**config.mk**
```make
export PLATFORM = sky130hd
export DESIGN_NAME = keypad_scan_fifo
export DESIGN_NICKNAME = d
export VERILOG_FILES = /design/src/rtl/keypad_scan_fifo_pkg.sv /design/src/rtl/key_fifo.sv /design/src/rtl/keypad_scan_fifo.sv
export SDC_FILE = /design/constraint.sdc
export NUM_CORES = 1
export LEC_CHECK = 0
export CAP_MARGIN = 40
export CORE_MARGIN = 2
export CORE_UTILIZATION = 60
export DETAILED_ROUTE_END_ITERATION = 6
export MAX_ROUTING_LAYER = met4
export PLACE_DENSITY = 0.8
export SLEW_MARGIN = 10
export SYNTH_ARGS = -nofsm -noshare
export SYNTH_HDL_FRONTEND = slang
export SYNTH_SLANG_ARGS = --single-unit
```
**constraint.sdc**
```tcl
create_clock -name clk -period 8.24 [get_ports clk]
set_input_delay 1.236 -clock clk [delete_from_list [all_inputs] [get_ports clk]]
set_output_delay 1.236 -clock clk [all_outputs]
set_load 0.02 [all_outputs]
```
**src/rtl/keypad_scan_fifo_pkg.sv**
```systemverilog
// ============================================================================
// Module  : keypad_scan_fifo_pkg
// Brief   : Shared encodings for the keypad scanner: debounce FSM states and
//           per-frame scan results.
// Rev     : 1.0  initial release
// ============================================================================
`default_nettype none
`timescale 1ns/1ps

package keypad_scan_fifo_pkg;

    localparam logic [1:0] c_st_idle    = 2'd0;
    localparam logic [1:0] c_st_cand    = 2'd1;
    localparam logic [1:0] c_st_pressed = 2'd2;

    localparam logic [1:0] c_res_none   = 2'd0;
    localparam logic [1:0] c_res_single = 2'd1;
    localparam logic [1:0] c_res_multi  = 2'd2;

endpackage

`default_nettype wire

```
**src/rtl/key_fifo.sv**
```systemverilog
// ============================================================================
// Module  : key_fifo
// Brief   : Show-ahead event FIFO with registered head/valid/full and a sticky
//           overflow flag for pushes dropped while full.
// Rev     : 1.0  initial release
// ============================================================================
`default_nettype none
`timescale 1ns/1ps

module key_fifo #(
    parameter int WIDTH = 5,
    parameter int DEPTH = 4
) (
    input  logic             clk,
    input  logic             rst_n,
    input  logic             i_push,
    input  logic [WIDTH-1:0] i_push_data,
    input  logic             i_pop_ready,
    input  logic             i_clr_ovf,
    output logic [WIDTH-1:0] o_head,
    output logic             o_valid,
    output logic             o_full,
    output logic             o_overflow
);

    localparam int c_aw = $clog2(DEPTH);

    logic [WIDTH-1:0] r_mem [DEPTH];
    logic [c_aw:0]    r_wr_ptr;
    logic [c_aw:0]    r_rd_ptr;
    logic [WIDTH-1:0] r_head;
    logic             r_valid;
    logic             r_full;
    logic             r_ovf;

    logic             w_empty;
    logic             w_full_now;
    logic             w_pop;
    logic             w_wr_en;
    logic             w_drop;
    logic [c_aw:0]    w_wr_nxt;
    logic [c_aw:0]    w_rd_nxt;
    logic [WIDTH-1:0] w_head_nxt;

    // Head is precomputed from next-state pointers so every output is a flop.
    always_comb begin
        w_empty    = (r_wr_ptr == r_rd_ptr);
        w_full_now = (r_wr_ptr[c_aw-1:0] == r_rd_ptr[c_aw-1:0]) &&
                     (r_wr_ptr[c_aw] != r_rd_ptr[c_aw]);
        w_pop      = i_pop_ready && !w_empty;
        w_wr_en    = i_push && (!w_full_now || w_pop);
        w_drop     = i_push && w_full_now && !w_pop;
        w_wr_nxt   = w_wr_en ? r_wr_ptr + (c_aw+1)'(1) : r_wr_ptr;
        w_rd_nxt   = w_pop   ? r_rd_ptr + (c_aw+1)'(1) : r_rd_ptr;
        if (w_wr_nxt == w_rd_nxt) begin
            w_head_nxt = '0;
        end else if (w_wr_en && (r_wr_ptr[c_aw-1:0] == w_rd_nxt[c_aw-1:0])) begin
            w_head_nxt = i_push_data;
        end else begin
            w_head_nxt = r_mem[w_rd_nxt[c_aw-1:0]];
        end
    end

    always_ff @(posedge clk) begin
        if (w_wr_en) begin
            r_mem[r_wr_ptr[c_aw-1:0]] <= i_push_data;
        end
    end

    always_ff @(posedge clk or negedge rst_n) begin
        if (!rst_n) begin
            r_wr_ptr <= '0;
            r_rd_ptr <= '0;
            r_head   <= '0;
            r_valid  <= 1'b0;
            r_full   <= 1'b0;
            r_ovf    <= 1'b0;
        end else begin
            r_wr_ptr <= w_wr_nxt;
            r_rd_ptr <= w_rd_nxt;
            r_head   <= w_head_nxt;
            r_valid  <= (w_wr_nxt != w_rd_nxt);
            r_full   <= (w_wr_nxt[c_aw-1:0] == w_rd_nxt[c_aw-1:0]) &&
                        (w_wr_nxt[c_aw] != w_rd_nxt[c_aw]);
            if (w_drop) begin
                r_ovf <= 1'b1;
            end else if (i_clr_ovf) begin
                r_ovf <= 1'b0;
            end
        end
    end

    assign o_head     = r_head;
    assign o_valid    = r_valid;
    assign o_full     = r_full;
    assign o_overflow = r_ovf;

endmodule

`default_nettype wire

```
**src/rtl/keypad_scan_fifo.sv**
```systemverilog
// ============================================================================
// Module  : keypad_scan_fifo
// Brief   : Matrix keypad scanner with per-frame debounce, optional auto-repeat
//           and a show-ahead key event FIFO.
// Rev     : 1.0  initial release
// ============================================================================
`default_nettype none
`timescale 1ns/1ps

module keypad_scan_fifo
    import keypad_scan_fifo_pkg::*;
#(
    parameter int ROWS        = 4,
    parameter int COLS        = 4,
    parameter int KEY_W       = 5,
    parameter int SCAN_DIV    = 5000,
    parameter int DEBOUNCE    = 4,
    parameter int REPEAT_EN   = 0,
    parameter int REPEAT_DLY  = 30,
    parameter int REPEAT_RATE = 8,
    parameter int FIFO_DEPTH  = 4
) (
    input  logic             clk,
    input  logic             rst_n,
    input  logic [COLS-1:0]  columna,
    output logic [ROWS-1:0]  fila,
    output logic [KEY_W-1:0] key_code,
    output logic             key_valid,
    input  logic             key_ready,
    output logic             key_pressed,
    output logic             fifo_full,
    output logic             overflow,
    input  logic             clr_ovf
);

    localparam int c_row_w  = (ROWS > 1) ? $clog2(ROWS) : 1;
    localparam int c_div_w  = $clog2(SCAN_DIV);
    localparam int c_db_w   = $clog2(DEBOUNCE + 1);
    localparam int c_rep_w  = $clog2(REPEAT_DLY + 1);
    localparam int c_rate_w = $clog2(REPEAT_RATE + 1);

    logic [c_div_w-1:0]  r_dwell;
    logic [c_row_w-1:0]  r_row;
    logic [ROWS-1:0]     r_fila;
    logic [1:0]          r_hits;
    logic [KEY_W-1:0]    r_code;

    logic [1:0]          r_state;
    logic [KEY_W-1:0]    r_cand;
    logic [c_db_w-1:0]   r_cnt;
    logic [c_db_w-1:0]   r_rel;
    logic [c_rep_w-1:0]  r_rep;
    logic [c_rate_w-1:0] r_rate;
    logic                r_key_pressed;

    logic                w_last_dwell;
    logic                w_last_row;
    logic                w_frame_end;
    logic [c_row_w-1:0]  w_row_nxt;
    logic [1:0]          w_row_hits;
    logic [KEY_W-1:0]    w_row_code;
    logic [1:0]          w_prev_hits;
    logic [1:0]          w_tot_hits;
    logic [KEY_W-1:0]    w_tot_code;
    logic [1:0]          w_frame_res;
    logic                w_same;

    logic [1:0]          w_state_nxt;
    logic [KEY_W-1:0]    w_cand_nxt;
    logic [c_db_w-1:0]   w_cnt_nxt;
    logic [c_db_w-1:0]   w_rel_nxt;
    logic [c_rep_w-1:0]  w_rep_nxt;
    logic [c_rate_w-1:0] w_rate_nxt;
    logic                w_pressed_nxt;
    logic                w_push;
    logic [KEY_W-1:0]    w_push_code;

    // Closure count saturates at 2: anything beyond that is already MULTI.
    always_comb begin
        w_last_dwell = (r_dwell == c_div_w'(SCAN_DIV - 1));
        w_last_row   = (r_row == c_row_w'(ROWS - 1));
        w_frame_end  = w_last_dwell && w_last_row;
        w_row_nxt    = w_last_row ? '0 : r_row + c_row_w'(1);
        w_row_hits   = 2'd0;
        w_row_code   = '0;
        for (int c = 0; c < COLS; c++) begin
            if (!columna[c]) begin
                if (w_row_hits != 2'd2) begin
                    w_row_hits = w_row_hits + 2'd1;
                end
                w_row_code = KEY_W'(int'(r_row) * COLS + c);
            end
        end
        w_prev_hits = (r_row == '0) ? 2'd0 : r_hits;
        if (w_prev_hits == 2'd2 || w_row_hits == 2'd2 ||
            (w_prev_hits == 2'd1 && w_row_hits == 2'd1)) begin
            w_tot_hits = 2'd2;
        end else begin
            w_tot_hits = w_prev_hits | w_row_hits;
        end
        w_tot_code = (w_row_hits == 2'd1) ? w_row_code : r_code;
        case (w_tot_hits)
            2'd0:    w_frame_res = c_res_none;
            2'd1:    w_frame_res = c_res_single;
            default: w_frame_res = c_res_multi;
        endcase
    end

    always_ff @(posedge clk or negedge rst_n) begin
        if (!rst_n) begin
            r_dwell <= '0;
            r_row   <= '0;
            r_fila  <= ~ROWS'(1);
            r_hits  <= 2'd0;
            r_code  <= '0;
        end else if (w_last_dwell) begin
            r_dwell <= '0;
            r_row   <= w_row_nxt;
            r_fila  <= ~(ROWS'(1) << w_row_nxt);
            r_hits  <= w_tot_hits;
            r_code  <= w_tot_code;
        end else begin
            r_dwell <= r_dwell + c_div_w'(1);
        end
    end

    assign w_same = (w_tot_code == r_cand);

    always_comb begin
        w_state_nxt   = r_state;
        w_cand_nxt    = r_cand;
        w_cnt_nxt     = r_cnt;
        w_rel_nxt     = r_rel;
        w_rep_nxt     = r_rep;
        w_rate_nxt    = r_rate;
        w_pressed_nxt = r_key_pressed;
        w_push        = 1'b0;
        w_push_code   = r_cand;
        if (w_frame_end) begin
            case (r_state)
                c_st_idle: begin
                    if (w_frame_res == c_res_single) begin
                        w_cand_nxt = w_tot_code;
                        w_cnt_nxt  = c_db_w'(1);
                        if (DEBOUNCE == 1) begin
                            w_push        = 1'b1;
                            w_push_code   = w_tot_code;
                            w_state_nxt   = c_st_pressed;
                            w_pressed_nxt = 1'b1;
                            w_rel_nxt     = '0;
                            w_rep_nxt     = '0;
                            w_rate_nxt    = '0;
                        end else begin
                            w_state_nxt = c_st_cand;
                        end
                    end
                end
                c_st_cand: begin
                    if (w_frame_res != c_res_single) begin
                        w_state_nxt = c_st_idle;
                    end else if (!w_same) begin
                        w_cand_nxt = w_tot_code;
                        w_cnt_nxt  = c_db_w'(1);
                    end else if (r_cnt == c_db_w'(DEBOUNCE - 1)) begin
                        w_push        = 1'b1;
                        w_state_nxt   = c_st_pressed;
                        w_pressed_nxt = 1'b1;
                        w_rel_nxt     = '0;
                        w_rep_nxt     = '0;
                        w_rate_nxt    = '0;
                    end else begin
                        w_cnt_nxt = r_cnt + c_db_w'(1);
                    end
                end
                c_st_pressed: begin
                    if (w_frame_res == c_res_single && w_same) begin
                        w_rel_nxt = '0;
                        // rep parks at REPEAT_DLY; r_rate paces the later repeats.
                        if (REPEAT_EN != 0) begin
                            if (r_rep != c_rep_w'(REPEAT_DLY)) begin
                                w_rep_nxt = r_rep + c_rep_w'(1);
                                if (r_rep == c_rep_w'(REPEAT_DLY - 1)) begin
                                    w_push     = 1'b1;
                                    w_rate_nxt = '0;
                                end
                            end else if (r_rate == c_rate_w'(REPEAT_RATE - 1)) begin
                                w_push     = 1'b1;
                                w_rate_nxt = '0;
                            end else begin
                                w_rate_nxt = r_rate + c_rate_w'(1);
                            end
                        end
                    end else if (w_frame_res == c_res_multi) begin
                        w_rel_nxt = '0;
                    end else if (r_rel == c_db_w'(DEBOUNCE - 1)) begin
                        w_state_nxt   = c_st_idle;
                        w_pressed_nxt = 1'b0;
                    end else begin
                        w_rel_nxt = r_rel + c_db_w'(1);
                    end
                end
                default: begin
                    w_state_nxt   = c_st_idle;
                    w_pressed_nxt = 1'b0;
                end
            endcase
        end
    end

    always_ff @(posedge clk or negedge rst_n) begin
        if (!rst_n) begin
            r_state       <= c_st_idle;
            r_cand        <= '0;
            r_cnt         <= '0;
            r_rel         <= '0;
            r_rep         <= '0;
            r_rate        <= '0;
            r_key_pressed <= 1'b0;
        end else begin
            r_state       <= w_state_nxt;
            r_cand        <= w_cand_nxt;
            r_cnt         <= w_cnt_nxt;
            r_rel         <= w_rel_nxt;
            r_rep         <= w_rep_nxt;
            r_rate        <= w_rate_nxt;
            r_key_pressed <= w_pressed_nxt;
        end
    end

    key_fifo #(
        .WIDTH (KEY_W),
        .DEPTH (FIFO_DEPTH)
    ) u_key_fifo (
        .clk         (clk),
        .rst_n       (rst_n),
        .i_push      (w_push),
        .i_push_data (w_push_code),
        .i_pop_ready (key_ready),
        .i_clr_ovf   (clr_ovf),
        .o_head      (key_code),
        .o_valid     (key_valid),
        .o_full      (fifo_full),
        .o_overflow  (overflow)
    );

    assign fila        = r_fila;
    assign key_pressed = r_key_pressed;

endmodule

`default_nettype wire

```
# [After elaboration in Yosys (flattened, before gate mapping)]
# Memories as Yosys holds them, arrays and structs flattened.
# Index checks and enable logic that the tools add are counted.
[word_totals] memories=1 regBits=54 word_cells=159 mem_bits_rw=20 out_inout_bits=13 inputBits=8
[op_classes] mux=61 n_reduce_logical=27 eq_ne=38 bitwise=3 shift=1 addsub=12
[memory_table] name="u_key_fifo.r_mem" depth=4 word_bits=5 rd=1 rd_ports_with_merged_regs=0 wr=1 line_no="key_fifo.sv:28" source="logic [WIDTH-1:0] r_mem [DEPTH];"
[op_table] op="5-bit 2-to-1 mux" n=9
[op_table] op="3-bit 2-to-1 mux" n=12
[op_table] op="2-bit 2-to-1 mux" n=16
[op_table] op="2-bit inequality test (second input constant)" n=11
[op_table] op="1-bit 2-to-1 mux" n=16
[op_table] op="13-bit by 1-bit adder with 13-bit output (second input constant)" n=1
[op_table] op="13-bit equality test (second input constant)" n=1
[op_table] op="13-bit 2-to-1 mux" n=1
[op_table] op="3-bit by 1-bit adder with 3-bit output (second input constant)" n=4
[op_table] op="3-bit case mux with 2 select lines" n=2
[op_table] op="4-bit by 2-bit adder with 5-bit output (second input constant)" n=2
[op_table] op="2-bit by 1-bit equality test with 1-bit output (second input constant)" n=5
[op_table] op="2-bit equality test (second input constant)" n=5
[op_table] op="1-bit logical AND" n=10
[op_table] op="5-bit case mux with 2 select lines" n=1
[op_table] op="5-bit AND reduction" n=2
[op_table] op="3-bit inequality test (second input constant)" n=3
[op_table] op="2-bit by 1-bit adder with 2-bit output (second input constant)" n=4
[op_table] op="8-bit AND reduction" n=1
[op_table] op="7-bit AND reduction" n=1
[op_table] op="2-bit equality test" n=3
[op_table] op="3-bit by 2-bit equality test with 1-bit output (second input constant)" n=2
[op_table] op="3-bit equality test" n=2
[op_table] op="2-bit logical NOT" n=3
[op_table] op="other kinds (18)" n=25

# [Longest topological paths before layout]
[depth] depth_word=24 mapped_depth=11 depth_no_buf=10

# [Cells and area by module]
# A second synthesis with hierarchy kept.
[hier_totals] cells_unflattened=390 area_unflattened_um2=4384.2
[modules_own_cells] module="keypad_scan_fifo" area_each_um2=2458.6 cells_per_inst=247 n_inst=1 seq_area_each_um2=1004.7
[modules_own_cells] module="key_fifo" area_each_um2=1925.6 cells_per_inst=143 n_inst=1 seq_area_each_um2=950.9

# [Least setup slack after synthesis]
# No wires, ideal clock.
[synth_path] kind="input to register" start="in columna[0]" end="reg r_cnt[0]" setup_ns=0.118 arrival_time_ns=3.521 path_buffers=0 stages=9 required_ns=8.122 setup_slack_ns=4.601 path_cell_list="inv_1 -> ha_1 -> xor2_1 -> o211ai_4 -> a21boi_4 -> nor3b_4 -> o211ai_1 -> or4b_1 -> a21o_1"
[synth_between] elab_chain_cells=19 elab_cells_between_ends=38 classes_between="3 x add/sub; 12 x eq/ne; 17 x mux; 1 x bitwise; 5 x reduce/logical"
[synth_rtl] item="start, declared" line_no="keypad_scan_fifo.sv:25" source="input logic [COLS-1:0] columna,"
[synth_rtl] item="1-bit 2-to-1 mux" line_no="keypad_scan_fifo.sv:87" source="if (!columna[c]) begin"
[synth_rtl] item="2-bit by 1-bit adder with 2-bit output / 2-bit inequality test (equally long branches)" line_no="keypad_scan_fifo.sv:89, keypad_scan_fifo.sv:88"
[synth_rtl] item="2-bit 2-to-1 mux" line_no="keypad_scan_fifo.sv:88" source="if (w_row_hits != 2'd2) begin"
[synth_rtl] item="2-bit 2-to-1 mux" line_no="keypad_scan_fifo.sv:87"
[synth_rtl] item="2-bit by 1-bit adder with 2-bit output / 2-bit inequality test (equally long branches)" line_no="keypad_scan_fifo.sv:89, keypad_scan_fifo.sv:88"
[synth_rtl] item="2-bit 2-to-1 mux" line_no="keypad_scan_fifo.sv:88"
[synth_rtl] item="2-bit 2-to-1 mux" line_no="keypad_scan_fifo.sv:87"
[synth_rtl] item="2-bit by 1-bit adder with 2-bit output / 2-bit inequality test (equally long branches)" line_no="keypad_scan_fifo.sv:89, keypad_scan_fifo.sv:88"
[synth_rtl] item="[... 3 more ...]"
[synth_rtl] item="1-bit logical OR / 1-bit logical AND (equally long branches)" line_no="keypad_scan_fifo.sv:95, keypad_scan_fifo.sv:96"
[synth_rtl] item="1-bit logical OR" line_no="keypad_scan_fifo.sv:95" source="if (w_prev_hits == 2'd2 || w_row_hits == 2'd2 ||"
[synth_rtl] item="2-bit 2-to-1 mux" line_no="keypad_scan_fifo.sv:95"
[synth_rtl] item="2-bit by 1-bit equality test with 1-bit output / 2-bit logical NOT (equally long branches)" line_no="keypad_scan_fifo.sv:102" source="case (w_tot_hits)"
[synth_rtl] item="2-bit case mux with 2 select lines" line_no="keypad_scan_fifo.sv:102"
[synth_rtl] item="2-bit by 1-bit inequality test with 1-bit output / 2-bit by 1-bit equality test with 1-bit output (equally long branches)" line_no="keypad_scan_fifo.sv:159, keypad_scan_fifo.sv:142"
[synth_rtl] item="2-bit inequality test (no source line)"
[synth_rtl] item="5-bit AND reduction (no source line)"
[synth_rtl] item="end signal, assigned" line_no="keypad_scan_fifo.sv:222" source="r_cnt <= w_cnt_nxt;"
[synth_rtl] item="end, declared" line_no="keypad_scan_fifo.sv:50" source="logic [c_db_w-1:0] r_cnt;"
# Parallel ways exist; a longest one is shown, timed or not. The select of a mux whose other input is x is not followed.
# A chain may end at the register's enable or synchronous reset.

# [Worst setup path in the final report]
[layout_path] start="in columna[1]" end="reg u_key_fifo.r_head[4] (netlist: u_key_fifo.o_head[4])"
[layout_between] elab_chain_cells=21 elab_cells_between_ends=35 classes_between="2 x add/sub; 8 x eq/ne; 18 x mux; 1 x bitwise; 6 x reduce/logical"
[layout_rtl] item="2-bit 2-to-1 mux" line_no="keypad_scan_fifo.sv:87"
[layout_rtl] item="2-bit by 1-bit adder with 2-bit output / 2-bit inequality test (equally long branches)" line_no="keypad_scan_fifo.sv:89, keypad_scan_fifo.sv:88"
[layout_rtl] item="2-bit 2-to-1 mux" line_no="keypad_scan_fifo.sv:88"
[layout_rtl] item="2-bit 2-to-1 mux" line_no="keypad_scan_fifo.sv:87"
[layout_rtl] item="2-bit by 1-bit adder with 2-bit output / 2-bit inequality test (equally long branches)" line_no="keypad_scan_fifo.sv:89, keypad_scan_fifo.sv:88"
[layout_rtl] item="2-bit 2-to-1 mux" line_no="keypad_scan_fifo.sv:88"
[layout_rtl] item="2-bit 2-to-1 mux" line_no="keypad_scan_fifo.sv:87"
[layout_rtl] item="2-bit equality test / 2-bit by 1-bit equality test with 1-bit output (equally long branches)" line_no="keypad_scan_fifo.sv:95, keypad_scan_fifo.sv:96, keypad_scan_fifo.sv:101"
[layout_rtl] item="[... 6 more ...]"
[layout_rtl] item="1-bit 2-to-1 mux *" line_no="keypad_scan_fifo.sv:159" source="if (w_frame_res != c_res_single) begin"
[layout_rtl] item="1-bit 2-to-1 mux *" line_no="keypad_scan_fifo.sv:140" source="case (r_state)"
[layout_rtl] item="1-bit 2-to-1 mux *" line_no="keypad_scan_fifo.sv:139" source="if (w_frame_end) begin"
[layout_rtl] item="1-bit logical AND *" line_no="key_fifo.sv:51" source="w_wr_en = i_push && (!w_full_now || w_pop);"
[layout_rtl] item="3-bit 2-to-1 mux / 1-bit logical AND (equally long branches)" line_no="key_fifo.sv:53, key_fifo.sv:57"
[layout_rtl] item="3-bit equality test / 5-bit 2-to-1 mux (equally long branches)" line_no="key_fifo.sv:55, key_fifo.sv:57"
[layout_rtl] item="5-bit 2-to-1 mux *" line_no="key_fifo.sv:55" source="if (w_wr_nxt == w_rd_nxt) begin"
[layout_rtl] item="net u_key_fifo.w_head_nxt[4]" line_no="key_fifo.sv:43" source="logic [WIDTH-1:0] w_head_nxt;"
[layout_rtl] item="end signal, assigned" line_no="key_fifo.sv:81" source="r_head <= w_head_nxt;"
[layout_rtl] item="end, declared" line_no="key_fifo.sv:31" source="logic [WIDTH-1:0] r_head;"
# Mark *: on every way through the listed nets, which the timed path passes. The rest lies on a longest branch.

==> flow_summary.yaml <==
logic_synthesis:
  seq_area_frac_synth: 0.475
  synthTopCellsByCount: "dfrtp_1 (51), nor2_1 (33), nand2_1 (31)"
  yosysMostFrequentCell: "dfrtp_1"
  synth.avg_cell_area_um2: 10.6
  async_flop_share: 0.730
  synth_top_area_share: 0.310
  synth_nets: 420
  synth_area_leaders: "dfrtp_1 (31%), edfxtp_1 (15%), ha_1 (7.0%)"
  synth_ff_type: "dfrtp_1"
  post-synth-top-area-cell: "dfrtp_1"
  ys.warnings.count: 0
  synthesis.area_um2: 4120
  synth_cells: 389
  ys_ff_latch: 74
  synth_edf_count: 20
  ys_types: 69
global_route:
  grt_pass1_vias: 2902
  antenna_found_initial: 0
  grt_overflow: 0
  grt_max_degree: 55
  grt_pass1_wl_mm: 13.2
  grt.total_usage: 0.230
finish:
  fill_cells: 508
  layout-drive-gt1-share: 0.0981
  seq_area_um2: 1960
  diodes: 0
  nets: 444
  multi_input_area_um2: 2000
  layoutNonFillerInstCount: 498
  stdcell_area_um2: 4570
  area_growth_pct: 11.1
setup_path:
  r2r_slack_ns: 4.93
  cp_slowest_cell: "clkdlybuf4s50_1"
  crit_fanout: 10
  cp-end-kind: "flip-flop"
  cp_data_required_time_ns: 8.45
  worstSetupPathType: "input port to flip-flop"
  crit_chain: "clkdlybuf4s50_1 -> inv_1 -> ha_1 -> xor2_1 -> o211ai_4 -> a21boi_4 -> nor3b_4 -> and2_1 -> o2111ai_1 -> a211oi_2 -> nor2_1"
  reg2reg_to: "u_key_fifo.o_head[4]$_DFF_PN0_"
  start_kind: "input port"
  worst_r2r_path_depth: 9
  cpPeakStageDelay_ns: 0.56
  r2r-start: "r_dwell[0]$_DFF_PN0_"
  worstPathArrival_ns: 4.46
timing:
  timing.hold.ws_ns: 0.490
  slew_headroom: 0.548
  final.min_clock_period_ns: 4.25
  rsz0062_at_grt: "false"
  timing.fmax_ghz: 0.235
  setup_violations: 0
  fin_skew_ns: 0.00817
  worst_pin_slew_ns: 0.677
  hold_violations: 0
  drv_slew: 0
  setup_tns_ns: 0
  fin_crit_sh: 0.516
placement:
  gp_congestion: 0.888
  placed_area_um2: 4380
  dp_cells: 482
  hpwl_mm: 5.52
  portBuffers: 20
hold_path:
  hold_start: "r_dwell[0]$_DFF_PN0_"
  hold_depth: 1
  hp-class: "flip-flop to flip-flop"
  min_to: "r_dwell[0]$_DFF_PN0_"
floorplanning:
  die_w_um: 86.8
  dieArea_um2: 7540
  num_rows: 30
  die_h_um: 86.8
  initial_utilization: 0.613
  boundaryPins: 21
  coreArea_um2: 6720
cts:
  clock-sinks: 74
  cts_resized: 0
  clock-root-buffer: "clkbuf_8"
  cts_hold_buf: 0
  worstSkewPairLatency_ns: 0.34
  cts_inserted_buffers: 9
  post_cts_buffers: 0
  clk_pin_slew_ns: 0.08
  clockBufferDepth: 2
  cts_tree: "yes"
  htree_levels: 3
drt:
  ant_nets: 0
  drc: 0
  vias_per_cell: 5.79
  num_vias: 2882
  dr.pass1.iters: 4
  wl_mm: 7.63
  routedWlPerCell_um: 15.3
  drt_iter0_drc: 133
flow_run:
  cap_viol_max_count: 0
power:
  power.density_nw_per_um2: 205
  vdd_ir_drop_max_uv: 85.7
  p_leak_nw: 2.02
run_status:
  status: "finished, final reports clean"
==> power by group <==
group	switching, mW	internal (mW)	total, mW
clock	0.136	0.141	0.277
sequential	0.0104	0.397	0.407
combinational	0.149	0.104	0.253
total	0.295	0.642	0.938
==> per-stage QoR <==
stage / worst slack [ns] / utilization / power [mW]
floorplan: 4.60 / - / 0.594
global placement: 3.84 / 0.651 / 0.655
detailed placement: 3.64 / 0.652 / 0.669
finish: 3.99 / 0.681 / 0.938
CTS: 4.02 / 0.681 / 0.944
global route: 3.77 / 0.681 / 0.988
==> layout by cell type (no fill, tap or decap), types with 3 or more instances in the layout <==
| master | count |
|---|---|
| nand4_1 | 3 |
| nor2b_1 | 7 |
| clkdlybuf4s50_1 | 19 |
| nand2b_1 | 3 |
| and2_1 | 12 |
| buf_4 | 3 |
| edfxtp_1 | 20 |
| dfstp_2 | 3 |
| ha_1 | 23 |
| dfrtp_1 | 51 |
| o21ai_0 | 17 |
| and3_1 | 6 |
| nand2_1 | 31 |
| a211oi_1 | 8 |
| inv_1 | 28 |
| nand3_1 | 12 |
| a31o_2 | 4 |
| xor2_1 | 18 |
| a21oi_1 | 15 |
| xnor2_1 | 8 |
| a31oi_1 | 4 |
| o211ai_1 | 3 |
| nor2_1 | 33 |
| a21o_1 | 4 |
| clkbuf_8 | 9 |
| mux2i_1 | 12 |
==> cells by family (layout without fill, tap and decap cells) <==
family                     Yosys count  in the layout  share of synthesized area
DFF                                 74             74                      0.475
xor gates and xnor gates            26             26                     0.0553
buffers and inverters               38             67                     0.0389
AOI/OAI and AO/OA                   87             87                      0.160
muxes                               12             12                     0.0292
adders and majority gates           23             23                     0.0699
and+or+nand+nor                    129            129                      0.172
==> critical path: cells and delay by family <==
family | cells | cell delay [ns]
buffers and inverters | 2 | 0.67
xor gates and xnor gates | 1 | 0.20
adders and majority gates | 1 | 0.37
AOI/OAI and AO/OA | 4 | 1.22
and+or+nand+nor | 3 | 0.77
==> per-layer routing <==
layer	part of all wire	vias up	track usage
li1	-	1435	-
met1	0.47	1378	0.300
met2	0.48	54	0.362
met3	0.029	15	0.0352
met4	0.022	0	0.0909
met5	0	-	-
==> sequential cells by signal (all words and copies together) (netlist names), 3 cells and up <==
name	cells
r_rel	3
r_cnt	3
u_key_fifo.r_mem	20
r_cand	5
fila	4
r_dwell	13
u_key_fifo.o_head	5
u_key_fifo.r_wr_ptr	3
u_key_fifo.r_rd_ptr	3
r_code	5
==> area by class of cell <==
class                      count  share of cell area
timing repair buffer          23              0.0476
tap                           80              0.0219
sequential                    74               0.428
multi-input combinational    277               0.438
clock inverter                 6              0.0142
clock buffer                  10              0.0279
inverter                      28              0.0230
==> how the worst max path moves through the flow <==
stage,cells after the start,startpoint,end,slack (ns)
after floorplan,9,columna[0],r_cnt[0]$_DFFE_PN0P_,4.60
after global placement,11,columna[1],u_key_fifo.o_head[0]$_DFF_PN0_,3.84
after detailed placement,11,columna[1],u_key_fifo.o_head[3]$_DFF_PN0_,3.64
after CTS,11,columna[1],u_key_fifo.o_head[3]$_DFF_PN0_,4.02
after global routing,11,columna[1],u_key_fifo.o_head[4]$_DFF_PN0_,3.77
final,11,columna[1],u_key_fifo.o_head[4]$_DFF_PN0_,3.99
Note: power is estimated with default switching activity, not from simulation.
